==> config.mk <==
export PLATFORM = sky130hd
export DESIGN_NAME = float_to_fixed
export DESIGN_NICKNAME = d
export VERILOG_FILES = /design/src/rtl/fp_pkg.sv /design/src/rtl/fp_classify.sv /design/src/rtl/float_to_fixed.sv
export SDC_FILE = /design/constraint.sdc
export NUM_CORES = 1
export LEC_CHECK = 0
export ABC_AREA = 1
export CORE_MARGIN = 4
export CORE_UTILIZATION = 55
export DETAILED_ROUTE_END_ITERATION = 6
export GPL_ROUTABILITY_DRIVEN = 0
export PLACE_DENSITY = 0.78
export SLEW_MARGIN = 5
export SYNTH_ARGS = -nofsm -noshare
export SYNTH_HDL_FRONTEND = slang
export SYNTH_SLANG_ARGS = --single-unit
==> constraint.sdc <==
create_clock -name clk -period 2.6 [get_ports clk]
set_input_delay 0.26 -clock clk [delete_from_list [all_inputs] [get_ports clk]]
set_output_delay 0.26 -clock clk [all_outputs]
set_load 0.02 [all_outputs]
==> src/rtl/fp_pkg.sv <==
// Shared float-to-fixed definitions: field layout, FSM states, saturation values.
// No logic; constants, types and a field-extract helper only.
// Imported by the classifier and the converter top.
package fp_pkg;

    localparam int BIAS   = 127;
    localparam int MANT_W = 23;
    localparam int EXP_W  = 8;

    localparam logic [31:0] POS_MAX = 32'h7FFF_FFFF;
    localparam logic [31:0] NEG_MIN = 32'h8000_0000;

    typedef enum logic [1:0] {
        IDLE  = 2'd0,
        SHIFT = 2'd1,
        DONE  = 2'd2
    } state_t;

    typedef struct packed {
        logic              sign;
        logic [EXP_W-1:0]  exp;
        logic [MANT_W-1:0] mant;
    } fp_fields_t;

    function automatic fp_fields_t split_float(input logic [31:0] f);
        fp_fields_t r;
        r.sign = f[31];
        r.exp  = f[30:23];
        r.mant = f[22:0];
        return r;
    endfunction

endpackage

==> src/rtl/fp_classify.sv <==
// Decodes a float plus binary-point position into leading-one position and special cases.
// Combinational, zero latency.
// No handshake; consumed by float_to_fixed at accept.
module fp_classify
    import fp_pkg::*;
(
    input  logic              [31:0] float_in,
    input  logic              [4:0]  fixpointpos,
    output logic                     is_zero,
    output logic                     is_special,
    output logic signed       [9:0]  p,
    output logic signed       [9:0]  s,
    output logic                     sat,
    output logic                     unf
);

    fp_fields_t        fin;
    logic signed [9:0] exp_s;
    logic signed [9:0] pos_s;

    assign fin   = split_float(float_in);
    assign exp_s = {2'b00, fin.exp};
    assign pos_s = {5'b00000, fixpointpos};

    assign is_zero    = (fin.exp == '0);
    assign is_special = (fin.exp == '1);
    assign p          = exp_s - 10'(BIAS) + pos_s;
    assign s          = p - 10'(MANT_W);

    // Leading one at bit 31 only fits as exactly -2^31.
    assign sat = is_special ||
                 (!is_zero && ((p > 10'sd31) ||
                               ((p == 10'sd31) && !(fin.sign && (fin.mant == '0)))));
    assign unf = !is_zero && !is_special && p[9];

endmodule

==> src/rtl/float_to_fixed.sv <==
// IEEE-754 single to 32-bit two's-complement fixed point with run-time binary point.
// Latency 1 + ceil(|s|/SHIFT_STEP) cycles from accept; one operand in flight.
// Result held in DONE until out_ready; in_ready only in IDLE.
module float_to_fixed
    import fp_pkg::*;
#(
    parameter int SHIFT_STEP = 1
) (
    input  logic        clk,
    input  logic        rst,
    input  logic        in_valid,
    output logic        in_ready,
    input  logic [31:0] float_in,
    input  logic [4:0]  fixpointpos,
    output logic        out_valid,
    input  logic        out_ready,
    output logic [31:0] fixed_out,
    output logic        overflow,
    output logic        underflow
);

    localparam logic [4:0] STEP = 5'(SHIFT_STEP);

    state_t            state, state_nxt;
    fp_fields_t        fin;
    logic              is_zero, is_special, sat, unf;
    logic signed [9:0] p, s;

    logic        sign_q;
    logic        left_q;
    logic [31:0] mag_q;
    logic [4:0]  cnt_q;

    logic        accept;
    logic        direct;
    logic [31:0] mag_in;
    logic [31:0] sat_val;
    logic [31:0] mag_shift;
    logic [4:0]  k;
    logic [4:0]  cnt_rem;

    fp_classify u_classify (
        .float_in    (float_in),
        .fixpointpos (fixpointpos),
        .is_zero     (is_zero),
        .is_special  (is_special),
        .p           (p),
        .s           (s),
        .sat         (sat),
        .unf         (unf)
    );

    assign fin     = split_float(float_in);
    assign accept  = in_valid && in_ready;
    assign mag_in  = {8'h00, 1'b1, fin.mant};
    // Leading one already at bit MANT_W means no shift is needed.
    assign direct  = sat || unf || is_zero || (p == 10'(MANT_W));
    assign sat_val = (fin.sign && !(is_special && (fin.mant != '0))) ? NEG_MIN : POS_MAX;

    always_comb begin
        k         = (cnt_q < STEP) ? cnt_q : STEP;
        mag_shift = left_q ? (mag_q << k) : (mag_q >> k);
        cnt_rem   = cnt_q - k;
    end

    always_ff @(posedge clk or negedge rst) begin
        if (!rst) state <= IDLE;
        else      state <= state_nxt;
    end

    always_comb begin
        state_nxt = state;
        case (state)
            IDLE:    if (accept) state_nxt = direct ? DONE : SHIFT;
            SHIFT:   if (cnt_rem == '0) state_nxt = DONE;
            DONE:    if (out_ready) state_nxt = IDLE;
            default: state_nxt = IDLE;
        endcase
    end

    always_comb begin
        in_ready = (state == IDLE);
    end

    always_ff @(posedge clk or negedge rst) begin
        if (!rst) begin
            sign_q    <= 1'b0;
            left_q    <= 1'b0;
            mag_q     <= '0;
            cnt_q     <= '0;
            out_valid <= 1'b0;
            fixed_out <= '0;
            overflow  <= 1'b0;
            underflow <= 1'b0;
        end else begin
            case (state)
                IDLE: begin
                    if (accept) begin
                        sign_q <= fin.sign;
                        mag_q  <= mag_in;
                        left_q <= !s[9];
                        cnt_q  <= s[9] ? 5'(-s) : 5'(s);
                        if (direct) begin
                            out_valid <= 1'b1;
                            overflow  <= sat;
                            underflow <= unf;
                            if (sat)                fixed_out <= sat_val;
                            else if (unf || is_zero) fixed_out <= '0;
                            else                    fixed_out <= fin.sign ? -mag_in : mag_in;
                        end
                    end
                end
                SHIFT: begin
                    mag_q <= mag_shift;
                    cnt_q <= cnt_rem;
                    if (cnt_rem == '0) begin
                        out_valid <= 1'b1;
                        overflow  <= 1'b0;
                        underflow <= 1'b0;
                        fixed_out <= sign_q ? -mag_shift : mag_shift;
                    end
                end
                DONE: begin
                    if (out_ready) begin
                        out_valid <= 1'b0;
                        overflow  <= 1'b0;
                        underflow <= 1'b0;
                    end
                end
                default: out_valid <= 1'b0;
            endcase
        end
    end

endmodule

==> results of run 1 <==
-- layout make-up --
| type | instances | area share [%] |
|---|---|---|
| Clock inverter | 7 | 1.06 |
| Timing Repair Buffer | 240 | 21.4 |
| Tap cell | 168 | 2.09 |
| Sequential cell | 76 | 18.9 |
| Multi-Input combinational cell | 886 | 49.6 |
| Clock buffer | 9 | 2.24 |
| Inverter | 125 | 4.76 |
-- kinds of logic after synthesis --
logic type,Yosys count,share of synthesized area [%]
xor gates and xnor gates,24,3.02
adders and majority gates,18,3.34
AOI/OAI and AO/OA,187,14.7
buffers and inverters,181,10.6
and+or+nand+nor,657,41.0
DFF,76,27.3
-- metal layers --
| metal | wire (µm) | vias up | GRT usage, % | share of wire (%) |
|---|---|---|---|---|
| li1 | - | 4132 | - | - |
| met1 | 10000 | 4134 | 38.3 | 36 |
| met2 | 13100 | 647 | 53.2 | 48 |
| met3 | 2320 | 200 | 5.61 | 8.4 |
| met4 | 2110 | 0 | 18.8 | 7.6 |
| met5 | 0 | - | 0 | 0 |
-- power by group --
part,switching [mW],internal (mW)
Clock,0.588,0.859
Sequential,0.399,1.69
Combinational,4.51,3.10
-- worst max path at each step --
| stage | start | to | slack (ns) | cells past startpoint |
|---|---|---|---|---|
| floorplan | float_in[23] | fixed_out[0] | 0.003 | 22 |
| global placement | float_in[23] | fixed_out[25] | -0.66 | 22 |
| detailed placement | float_in[24] | fixed_out[29] | -0.82 | 21 |
| CTS | float_in[24] | fixed_out[1] | 0.003 | 26 |
| global route | float_in[23] | fixed_out[29] | -0.30 | 26 |
| finish | float_in[24] | fixed_out[29] | -0.16 | 23 |
-- critical path: stages --
cell	delay (ns)
buf_6	0.11
ha_4	0.18
xor2_4	0.20
ha_4	0.23
nand2_1	0.07
nand2_2	0.07
inv_1	0.09
nand2_1	0.09
nand2_1	0.12
nand2_2	0.10
nand2_2	0.10
nand2_2	0.08
nor2_4	0.14
buf_4	0.13
nand4_1	0.16
nand4_2	0.16
nand2_2	0.09
nand2_4	0.12
nand2_4	0.08
buf_12	0.14
clkbuf_16	0.16
nand2_2	0.06
nand2_1	0.06
-- flip-flops by register name, summed over array words and instances (netlist names) --
name,count
state,2
mag_q,32
overflow,1
underflow,1
out_valid,1
left_q,1
sign_q,1
cnt_q,5
fixed_out,32
-- stage by stage --
step	util (%)	instance area, µm²
finish	82.5	10100
global route	82.5	10100
CTS	76.9	9400
detailed placement	72.6	8860
global placement	72.6	8860
floorplan	-	7030
-- cell usage after synthesis (4+ instances only) --
| cell | instances | area [µm²] |
|---|---|---|
| nor2_2 | 4 | 25.0 |
| or2_2 | 5 | 31.3 |
| o22ai_1 | 11 | 68.8 |
| inv_1 | 122 | 458 |
| o21ai_1 | 7 | 35.0 |
| nand3_1 | 144 | 721 |
| nor2_1 | 110 | 413 |
| nor3_1 | 6 | 30.0 |
| buf_6 | 5 | 56.3 |
| dfrtp_1 | 76 | 1900 |
| xor2_1 | 18 | 158 |
| buf_2 | 13 | 65.1 |
| ha_1 | 17 | 213 |
| a22oi_1 | 8 | 60.1 |
| nand2_1 | 339 | 1270 |
| xnor2_1 | 6 | 52.6 |
| o21ai_0 | 99 | 495 |
| a21oi_1 | 45 | 225 |
| buf_1 | 8 | 30.0 |
| nand2_2 | 4 | 25.0 |
| clkbuf_1 | 28 | 105 |
| nand4_1 | 30 | 188 |
-- repair_timing --
| action | in CTS | in global routing |
|---|---|---|
| gates resized for setup | 49 | 156 |
| hold endpoints to repair | 76 | 0 |
| hold buffers | 1 | 0 |
| cloned | 1 | 1 |
| pin swaps | 22 | 60 |
| buffers inserted | 5 | 19 |
| endpoints found under the setup margin | 42 | 41 |
-- cells in the final DEF, fill, tap and decap left out, types with 8 or more instances in the layout --
| master | count |
|---|---|
| dfrtp_1 | 75 |
| nand3_1 | 118 |
| buf_4 | 145 |
| nor2_4 | 11 |
| inv_2 | 11 |
| o22ai_1 | 11 |
| inv_1 | 109 |
| nor2_1 | 95 |
| o21ai_0 | 92 |
| buf_6 | 9 |
| nand2_2 | 46 |
| nand2_4 | 17 |
| a21oi_1 | 43 |
| buf_12 | 9 |
| clkdlybuf4s50_1 | 67 |
| nand4_1 | 30 |
| nand3_2 | 26 |
| ha_4 | 8 |
| a22oi_1 | 8 |
| o21ai_1 | 8 |
| nand2_1 | 282 |
| nor2_2 | 11 |
| clkbuf_16 | 10 |
| o21ai_2 | 8 |
| xor2_1 | 16 |
==> flow_summary_export.csv, run 1 <==
group,metric,value,unit
yosys,seq_area_frac_synth,27.3,%
sta,post-route-period-util,106,%
min_path,hold-path-endpoint,"fixed_out[23]",
clock_network,cts_buffer_depth,2,
cells_and_area,final-seq-area,0.00190,mm²
die,dieWidth,121,µm
pwr,p_per_area,1110,mW/mm²
route,vias,9113,
clock_network,numCtsBuffers,9,
flow_run,drv_cap,0,
clock_network,path_clk_slew,0.07,ns
route,drc,1,
clock_network,cts_tree,"done",
clock_network,clkLatencyLatePin,0.36,ns
status,violations,"design-rule violations, negative setup slack",
yosys,ys_async_sr_fraction,100,%
route,drt_iter0_drc,1552,
sta,hold_viol,0,
yosys,synth.distinct_cells,43,
route,avgViaCountPerCell,6.03,
worst_setup_path,cp-start-kind,"input port",
worst_setup_path,r2r_cells,18,
global_route,grtUsageTotal,31.8,%
cells_and_area,area_growth,44.6,%
sta,layout_setup_ws,-0.164,ns
clock_network,cts-root-buf,"clkbuf_16",
cells_and_area,fillCellCount,807,
yosys,synth_edf_count,0,
placement,io_buffers,76,
global_route,grt_pass1_vias,7988,
sta,fin_setup_tns,-3.46,ns
yosys,postSynthCellCount,1143,
worst_setup_path,setup.worst_path.end_class,"register",
clock_network,clock_sinks,76,
die,core-area,0.0122,mm²
die,dieHeight,121,µm
yosys,syn-cell-area,0.00696,mm²
worst_setup_path,path_max_fanout,6,
min_path,holdCritPathClass,"reg -> reg",
min_path,worstHoldStart,"fixed_out[23]",
yosys,synth-seq-cells,76,
route,routed_wl,27600,µm
sta,final_max_slew_viol_count,0,
status,status,"complete, but fails checks",
sta,holdWs,0.484,ns
worst_setup_path,rr_endpoint,"fixed_out[24]",
yosys,synth_nets,1202,
die,die-area,0.0145,mm²
cells_and_area,nNetsFinal,1397,
clock_network,h-tree-depth,3,
die,num_rows,40,
global_route,antenna_found_initial,0,
route,first_pass_iters,7,
global_route,grt_start_max_net_pins,77,
worst_setup_path,cp.arrival,3.01,ns
cells_and_area,diodes,0,
cells_and_area,drive_gt1_share,26.3,%
sta,clock_skew,0.0101,ns
min_path,hold_depth,2,
route,wl_per_cell,18.3,µm
sta,max_slew.worst_pin.slew,0.572,ns
global_route,grt_pass1_wl,37500,µm
worst_setup_path,worstPathRequired,2.84,ns
cells_and_area,layoutNonFillerInstCount,1511,
pwr,vdd_drop_max,0.000660,V
die,start_util,57.0,%
cells_and_area,multiInputGateArea,0.00499,mm²
yosys,avgSynthCellArea,6.09,µm²
global_route,gr-total-overflow,0,
die,ios,77,
placement,dp_cells,1472,
sta,period_minus_slack,2.76,ns
sta,relSlewSlack,61.7,%
sta,rsz0062_at_grt,"true",
pwr,finalPower,11.2,mW
worst_setup_path,rrSetupSlack,-0.02,ns
worst_setup_path,r2r-start,"cnt_q[2]",
sta,setup_viol,35,
pwr,p_leak,4.89,nW
placement,place_ws,-0.816,ns
placement,dp_hpwl,16800,µm
yosys,synthFlopType,"dfrtp_1",
worst_setup_path,critPathKind,"in -> reg",
sta,timing.fmax,362,MHz
route,ant_nets,0,
yosys,synth_warnings,0,
No activity file was read; power rests on OpenSTA's default activity.
==> run 2, diff against run 1 <==
CORE_MARGIN = 10   (was 4)
GPL_TIMING_DRIVEN = 0   (was default)
==> flow_summary_export.csv, run 2 (same netlist as run 1, synthesis figures left out) <==
group,metric,value,unit
sta,timing.fmax,365,MHz
cells_and_area,fillCellCount,951,
worst_setup_path,cp-start-kind,"input port",
sta,setup_viol,32,
worst_setup_path,worstPathRequired,2.89,ns
sta,hold_viol,0,
global_route,grt_pass1_wl,39100,µm
pwr,p_leak,4.57,nW
worst_setup_path,cp.arrival,3.03,ns
sta,max_slew.worst_pin.slew,0.695,ns
status,status,"complete, but fails checks",
cells_and_area,diodes,0,
worst_setup_path,rrSetupSlack,-0.04,ns
pwr,p_per_area,1120,mW/mm²
worst_setup_path,rr_endpoint,"fixed_out[31]",
worst_setup_path,critPathKind,"in -> reg",
die,num_rows,41,
global_route,grtUsageTotal,27.1,%
clock_network,cts-root-buf,"clkbuf_16",
route,first_pass_iters,7,
die,dieWidth,133,µm
cells_and_area,finalInstanceArea,0.00967,mm²
route,drt_iter0_drc,1179,
global_route,grt_pass1_vias,7970,
clock_network,numCtsBuffers,9,
route,drc,0,
die,die-area,0.0176,mm²
cells_and_area,final_cell_mix,"289 x nand2_1, 108 x inv_1, 105 x nand3_1",
sta,fin_setup_tns,-2.80,ns
cells_and_area,drive_gt1_share,21.8,%
placement,postPlaceCellArea,0.00803,mm²
clock_network,clock_sinks,76,
global_route,grt_start_max_net_pins,47,
placement,dp_hpwl,18500,µm
sta,layout_setup_ws,-0.137,ns
pwr,vdd_drop_max,0.000588,V
route,avgViaCountPerCell,6.02,
sta,clock_skew,0.00641,ns
clock_network,clkLatencyLatePin,0.35,ns
cells_and_area,nNetsFinal,1337,
route,routed_wl,26600,µm
worst_setup_path,r2r-start,"cnt_q[1]",
cells_and_area,mostFrequentLayoutCell,"nand2_1",
die,ios,77,
sta,relSlewSlack,53.6,%
min_path,holdCritPathClass,"in -> reg",
clock_network,cts_tree,"done",
min_path,worstHoldStart,"float_in[1]",
global_route,antenna_found_initial,0,
die,core-area,0.0125,mm²
global_route,gr-total-overflow,0,
clock_network,h-tree-depth,3,
sta,rsz0062_at_grt,"true",
placement,io_buffers,76,
route,ant_nets,0,
sta,post-route-period-util,105,%
die,dieHeight,133,µm
min_path,hold_depth,3,
status,violations,"negative setup slack",
cells_and_area,reg_top3,"fixed_out: 32 flops, mag_q: 32 flops, cnt_q: 5 flops",
sta,period_minus_slack,2.74,ns
sta,final_max_slew_viol_count,0,
flow_run,drv_cap,0,
placement,place_ws,-1.02,ns
worst_setup_path,setup.worst_path.end_class,"register",
die,start_util,55.6,%
clock_network,path_clk_slew,0.06,ns
worst_setup_path,r2r_cells,17,
route,wl_per_cell,18.3,µm
min_path,hold-path-endpoint,"mag_q[1]",
worst_setup_path,path_max_fanout,7,
cells_and_area,area_growth,38.9,%
route,vias,8758,
clock_network,cts_buffer_depth,2,
[run 2: metrics by stage]
stage | cells | util (%) | hold WS, ns | power [mW]
floorplan | 1143 | - | -0.0356 | 5.94
global placement | 1391 | 63.9 | 0.454 | 7.66
detailed placement | 1392 | 64.1 | 0.232 | 7.76
CTS | 1431 | 70.1 | 0.412 | 9.78
global route | 1455 | 77.3 | 0.357 | 11.6
finish | 1455 | 77.3 | 0.341 | 10.9
[run 2: where the power goes]
group	switching [mW]	internal, mW	total, mW
Combinational	4.60	2.64	7.24
Sequential	0.338	1.69	2.03
Clock	0.529	1.06	1.59
[run 2: repair_timing]
item,4_1_cts,5_1_grt
pin swaps,21,79
hold buffers,1,0
endpoints found under the hold margin,30,0
setup endpoints to repair,58,59
gates cloned,4,5
gates resized for setup,73,197
setup buffers,19,20
[run 2: cell type report]
class	count	area [µm²]	area share [%]
clock inverters	6	134	1.38
multi-input cells	887	5130	53.0
inverters	125	482	4.98
well taps	172	215	2.23
plain buffers	54	329	3.40
repair inverters	1	5.00	0.0517
repair buffers	124	1240	12.8
flip-flops and latches	76	1900	19.7
clock buffers	10	239	2.47
[run 2: how the worst max path moves through the flow]
stage                  from            end  slack, ns  cells after the start
2_1_floorplan  float_in[23]   fixed_out[0]      0.003                     22
3_3_place_gp            rst       state[1]      -1.46                      1
3_5_place_dp   float_in[24]   fixed_out[1]      -1.02                     22
4_1_cts            cnt_q[2]  fixed_out[18]     -0.009                     17
5_1_grt        float_in[25]  fixed_out[26]      -0.30                     23
6_report       float_in[25]  fixed_out[21]      -0.14                     23
[run 2: metal layers]
layer  vias to the layer above  global-route usage [%]  wire length, µm
met3                       150                    5.15             2340
met2                       547                    44.0            12400
met1                      4039                    32.9            10200
met4                         0                    15.7             1640
met5                         -                       0                0
li1                       4022                       -                -
[run 2: critical path, stage by stage]
cell,delay (ns)
clkbuf_4,0.19
nand3_2,0.15
xor2_2,0.28
ha_4,0.28
a21oi_2,0.21
nand2_4,0.10
nand2_1,0.07
nand2_1,0.06
nand2_1,0.06
nand2_1,0.04
nand2_1,0.08
clkinv_2,0.10
nand3_1,0.09
nand2_1,0.06
inv_2,0.07
o21ai_4,0.07
buf_12,0.14
nand2_8,0.08
nand3_4,0.16
buf_6,0.19
nand3_1,0.08
nand3_1,0.09
nand2_1,0.09
==> run 3, diff against run 2 <==
HOLD_SLACK_MARGIN = 0.06   (was default)
==> results of run 3 <==
No change in the layout: final DEF, timing and power equal those of run 2.
